File: config.mk
export PLATFORM = sky130hd
export DESIGN_NAME = pipe_hazard_ctrl
export DESIGN_NICKNAME = d
export VERILOG_FILES = /design/src/rtl/pipe_pkg.sv /design/src/rtl/sat_counter.sv /design/src/rtl/pipe_hazard_ctrl.sv
export SDC_FILE = /design/constraint.sdc
export NUM_CORES = 1
export LEC_CHECK = 0
export CAP_MARGIN = 25
export CORE_ASPECT_RATIO = 0.7
export CORE_UTILIZATION = 40
export DETAILED_ROUTE_END_ITERATION = 6
export PLACE_DENSITY = 0.76
export SLEW_MARGIN = 20
export SYNTH_ARGS = -nofsm -noshare
export SYNTH_HDL_FRONTEND = slang
export SYNTH_SLANG_ARGS = --single-unit
File: constraint.sdc
create_clock -name clk -period 1.74 [get_ports clk]
set_input_delay 0.348 -clock clk [delete_from_list [all_inputs] [get_ports clk]]
set_output_delay 0.348 -clock clk [all_outputs]
set_load 0.005 [all_outputs]
File: src/rtl/pipe_pkg.sv
// rtl/pipe_pkg.sv - shared types and constants for the pipeline hazard controller
package pipe_pkg;
    typedef enum logic {
        RUN      = 1'b0,
        MDU_BUSY = 1'b1
    } state_e;

    localparam logic [4:0] REG_ZERO    = 5'd0;
    localparam int         MDU_LAT_DEF = 4;
endpackage

File: src/rtl/sat_counter.sv
// rtl/sat_counter.sv - saturating up-counter with synchronous clear
module sat_counter #(
    parameter int W = 16
) (
    input  logic         clk,
    input  logic         rst_n,
    input  logic         clr,
    input  logic         inc,
    output logic [W-1:0] cnt
);
    logic [W-1:0] cnt_q;
    logic [W-1:0] cnt_d;

    always_comb begin
        cnt_d = cnt_q;
        if (clr) begin
            cnt_d = '0;
        end else if (inc && (cnt_q != '1)) begin
            cnt_d = cnt_q + 1'b1;
        end
    end

    always_ff @(posedge clk or negedge rst_n) begin
        if (!rst_n) begin
            cnt_q <= '0;
        end else begin
            cnt_q <= cnt_d;
        end
    end

    assign cnt = cnt_q;
endmodule

File: src/rtl/pipe_hazard_ctrl.sv
// rtl/pipe_hazard_ctrl.sv - enable/flush sequencing for the 5-stage pipeline
module pipe_hazard_ctrl
    import pipe_pkg::*;
#(
    parameter int MDU_LAT = MDU_LAT_DEF,
    parameter int CNT_W   = 16
) (
    input  logic             clk,
    input  logic             r_n,
    input  logic [4:0]       id_rs,
    input  logic [4:0]       id_rt,
    input  logic             id_uses_rt,
    input  logic             ex_memread,
    input  logic [4:0]       ex_rt,
    input  logic             ex_br_taken,
    input  logic             ex_mdu_start,
    input  logic             mem_req,
    input  logic             mem_ready,
    output logic             pc_en,
    output logic             ifid_en,
    output logic             idex_en,
    output logic             exmem_en,
    output logic             memwb_en,
    output logic             ifid_flush,
    output logic             idex_flush,
    output logic             exmem_flush,
    output logic             memwb_flush,
    output logic             mdu_busy,
    input  logic             stall_cnt_clr,
    output logic [CNT_W-1:0] stall_cnt
);
    localparam logic [3:0] MDU_RELOAD = 4'(MDU_LAT - 1);

    state_e     state_q;
    state_e     state_d;
    logic [3:0] mdu_cnt_q;
    logic [3:0] mdu_cnt_d;
    logic       mem_wait;
    logic       load_use;

    assign mem_wait = mem_req && !mem_ready;
    assign load_use = ex_memread && (ex_rt != REG_ZERO) &&
                      ((ex_rt == id_rs) || (id_uses_rt && (ex_rt == id_rt)));

    always_comb begin
        state_d     = state_q;
        mdu_cnt_d   = mdu_cnt_q;
        pc_en       = 1'b1;
        ifid_en     = 1'b1;
        idex_en     = 1'b1;
        exmem_en    = 1'b1;
        memwb_en    = 1'b1;
        ifid_flush  = 1'b0;
        idex_flush  = 1'b0;
        exmem_flush = 1'b0;
        memwb_flush = 1'b0;
        if (!r_n) begin
            pc_en       = 1'b0;
            ifid_en     = 1'b0;
            idex_en     = 1'b0;
            exmem_en    = 1'b0;
            memwb_en    = 1'b0;
            ifid_flush  = 1'b1;
            idex_flush  = 1'b1;
            exmem_flush = 1'b1;
            memwb_flush = 1'b1;
        end else if (mem_wait) begin
            // Whole pipe frozen; only WB drains with a bubble.
            pc_en       = 1'b0;
            ifid_en     = 1'b0;
            idex_en     = 1'b0;
            exmem_en    = 1'b0;
            memwb_flush = 1'b1;
        end else if (state_q == MDU_BUSY) begin
            pc_en       = 1'b0;
            ifid_en     = 1'b0;
            idex_en     = 1'b0;
            exmem_flush = (mdu_cnt_q != 4'd1);
            mdu_cnt_d   = mdu_cnt_q - 4'd1;
            if (mdu_cnt_q == 4'd1) begin
                state_d = RUN;
            end
        end else if (ex_mdu_start && (MDU_LAT > 1)) begin
            pc_en       = 1'b0;
            ifid_en     = 1'b0;
            idex_en     = 1'b0;
            exmem_flush = 1'b1;
            state_d     = MDU_BUSY;
            mdu_cnt_d   = MDU_RELOAD;
        end else if (ex_br_taken) begin
            ifid_flush = 1'b1;
            idex_flush = 1'b1;
        end else if (load_use) begin
            pc_en      = 1'b0;
            ifid_en    = 1'b0;
            idex_flush = 1'b1;
        end
    end

    always_ff @(posedge clk or negedge r_n) begin
        if (!r_n) begin
            state_q   <= RUN;
            mdu_cnt_q <= 4'd0;
        end else begin
            state_q   <= state_d;
            mdu_cnt_q <= mdu_cnt_d;
        end
    end

    assign mdu_busy = (state_q == MDU_BUSY);

    sat_counter #(
        .W(CNT_W)
    ) u_stall_cnt (
        .clk  (clk),
        .rst_n(r_n),
        .clr  (stall_cnt_clr),
        .inc  (!pc_en && r_n),
        .cnt  (stall_cnt)
    );
endmodule

==> results.sh <==
export IMPL_rrSetupSlack_ps=-290
export IMPL_clockBufferDepth=2
export IMPL_combPwrFrac_pct=45.5
export IMPL_synthCells=152
export IMPL_die_w_microns=71.9
export IMPL_synth_top_area_cell="dfrtp_1"
export IMPL_hp_class="in -> async"
export IMPL_place_congestion=0.806
export IMPL_ctsHoldBuffers=0
export IMPL_synthTopCellsByArea="dfrtp_1 38%, xnor2_1 6.4%, or3_1 5.0%, a21oi_1 4.8%, o21ai_0 3.7%"
export IMPL_synth_top_area_share_pct=38.5
export IMPL_drc=0
export IMPL_layout_area_overhead_vs_synth_pct=101
export IMPL_ios=50
export IMPL_required_ps=1920
export IMPL_max_freq_mhz=493
export IMPL_ir_drop_v=0.000580
export IMPL_grt_max_degree=16
export IMPL_rsz0062_at_grt="true"
export IMPL_worstSetupEndpointType="flip-flop"
export IMPL_fillers=159
export IMPL_place_port_buffers=49
export IMPL_clock_skew_ps=8.72
export IMPL_report_final_slew_viol_count=0
export IMPL_utilization_pct=85.4
export IMPL_antenna_found_initial=0
export IMPL_cts_max_level=1
export IMPL_synth_xor_area_share_pct=7.69
export IMPL_status="finished, violations left"
export IMPL_drtIter0Drc=110
export IMPL_path_clk_slew_ps=80
export IMPL_cts_tree="done"
export IMPL_relSlewSlack_pct=73.8
export IMPL_reg2reg_from="u_stall_cnt.cnt[10]"
export IMPL_hold_slack_ps=216
export IMPL_fin_crit_ps=2030
export IMPL_violations="negative setup slack"
export IMPL_synth_compound_area_share_pct=18.8
export IMPL_cap_violations=0
export IMPL_die_h_microns=50.9
export IMPL_critPathKind="reg -> reg"
export IMPL_synthSimpleGateAreaFrac_pct=24.3
export IMPL_pwr_density_cell_nw_per_um2=609
export IMPL_multiInputGateArea_sq_um=1050
export IMPL_placementRows=17
export IMPL_mostFrequentLayoutCell="buf_4"
export IMPL_syn_area_sq_um=1370
export IMPL_switching_share_pct=31.4
export IMPL_setup_ws_ps=-289
export IMPL_grt_pass1_vias=1697
export IMPL_crit_fanout=6
export IMPL_grt_ovfl_total=0
export IMPL_firstDrtPassIters=4
export IMPL_finalHoldViolations=0
export IMPL_synth_seq_cells=21
export IMPL_synth_fp_nets=179
export IMPL_final_antenna_net_count=0
export IMPL_grt_usage_pct=29.6
export IMPL_synth_top_family_by_area="simple AND/OR/NAND/NOR gates"
export IMPL_grt_pass1_wl_mm=8.07
export IMPL_cts_sinks=21
export IMPL_rr_worst_depth=7
export IMPL_worstSetupStartpointType="flip-flop"
export IMPL_yosys_area_share_adder_pct=2.75
export IMPL_tns_ps=-3790
export IMPL_dr_total_vias=1750
export IMPL_crit_arrival_ps=2210
export IMPL_dp_hpwl_mm=3.33
export IMPL_drive_above_1_share_pct=53.2
export IMPL_wl_per_cell_microns=18.1
export IMPL_power_share_clock_pct=19.8
export IMPL_cts_root_buf="clkbuf_8"
export IMPL_reg2reg_to="u_stall_cnt.cnt[10]"
export IMPL_final_setup_viol_count=20
export IMPL_seq_area_frac_synth_pct=38.5
export IMPL_yosysWarnings=0
export IMPL_fin_nets=297
export IMPL_cts_made_buffers=3
export IMPL_p_int_mw=1.15
export IMPL_start_util_pct=42.5
export IMPL_seq_area_sq_um=527
export IMPL_fin_crit_sh_pct=117
export IMPL_synthMuxAreaShare_pct=3.11
export IMPL_pwr_share_seq_pct=34.7
export IMPL_worstMarginPinSlew_ps=392
export IMPL_die_area_sq_um=3660
export IMPL_drt_total_wl_mm=5.72
export IMPL_final_cell_mix="57 x buf_4, 20 x buf_6, 20 x dfrtp_1"
export IMPL_power_leakage_nw=1.29
export IMPL_core_area_sq_um=3210
export IMPL_synth_cell_types=41
export IMPL_vias_per_cell=5.54
export IMPL_p_sw_uw=524
export IMPL_insertion_delay_ps=270
export IMPL_avgSynthCellArea_sq_um=8.99
export IMPL_antenna_diode_count=0
[flip-flops by register name, indices dropped and copies added, names as in the netlist]
register         cells
u_stall_cnt.cnt     16
mdu_cnt_q            4
mdu_busy             1
[worst max-delay path, stage by stage (launching register included)]
cell and delay, ps:
dfrtp_1 410, and4_1 210, and3_4 170, a221oi_4 270, o21ai_4 170, buf_6 160
or3_1 350, a21oi_1 190
[how the worst max path moves through the flow]
stage,from,to,cells after the start
finish,u_stall_cnt.cnt[10],u_stall_cnt.cnt[10],7
global route,ex_br_taken,u_stall_cnt.cnt[10],9
CTS,u_stall_cnt.cnt[10],u_stall_cnt.cnt[6],6
detailed placement,ex_rt[1],pc_en,6
global placement,ex_rt[1],ifid_en,6
floorplan,ex_rt[1],u_stall_cnt.cnt[1],8
[through the flow]
stage	worst slack (ps)	total power, mW	std cells	instance area [sq um]
6_report	-289	1.67	316	2740
5_1_grt	-353	1.75	316	2740
4_1_cts	-232	1.58	312	2580
3_5_place_dp	-887	1.12	290	2270
3_3_place_gp	-867	1.08	290	2270
2_1_floorplan	-124	0.819	152	1400
[power by group through the flow]
stage	Combinational (mW)	Clock [mW]	Sequential [mW]
5_1_grt	0.816	0.349	0.584
3_3_place_gp	0.509	0	0.575
4_1_cts	0.674	0.332	0.570
6_report	0.760	0.331	0.579
2_1_floorplan	0.225	0	0.594
3_5_place_dp	0.536	0	0.579
[cells by family after synthesis]
| family | Yosys count |
|---|---|
| compound gates | 38 |
| xor+xnor | 12 |
| fa+ha+maj | 3 |
| mux | 4 |
| buf+inv | 12 |
| simple gates | 62 |
| flops | 21 |
[layout make-up]
class                      instances  area share [%]
sequential                        21            19.2
clock buffer                       4            1.64
tap                               47            2.14
multi-input combinational        119            38.5
inverter                           4           0.547
timing repair buffer             121            38.0
[cell usage after synthesis (all sizes together)]
master  number
nor3         3
nand2b       3
dfrtp       21
and2b        1
o211ai       1
or4bb        1
mux2         2
mux2i        2
xor2         2
a32oi        1
inv          4
or3         11
o22ai        1
a21oi       13
a22o         2
clkbuf       2
ha           3
and3         3
o21ai       15
and2         1
o21a         1
nand4        3
or4          2
o21bai       1
a221oi       1
nor2         9
nand2       12
nand3        9
or2          2
nor2b        1
o31ai        2
and4         1
xnor2       10
buf          6
[metal layers]
metal  vias up  GRT usage (%)  wire length, microns
met5         -              0                     0
met3        30           5.33                   506
met4         0           8.50                   254
met1       843           36.2                  2150
li1        787              -                     -
met2        90           53.6                  2810
[timing repair]
item                                    in CTS  in global routing
gates resized for setup                    114                 37
cloned                                       0                  0
endpoints found under the setup margin      25                 24
buffers inserted                            18                  6
pin swaps                                   34                 22
Power figures use the tool's default switching activity.
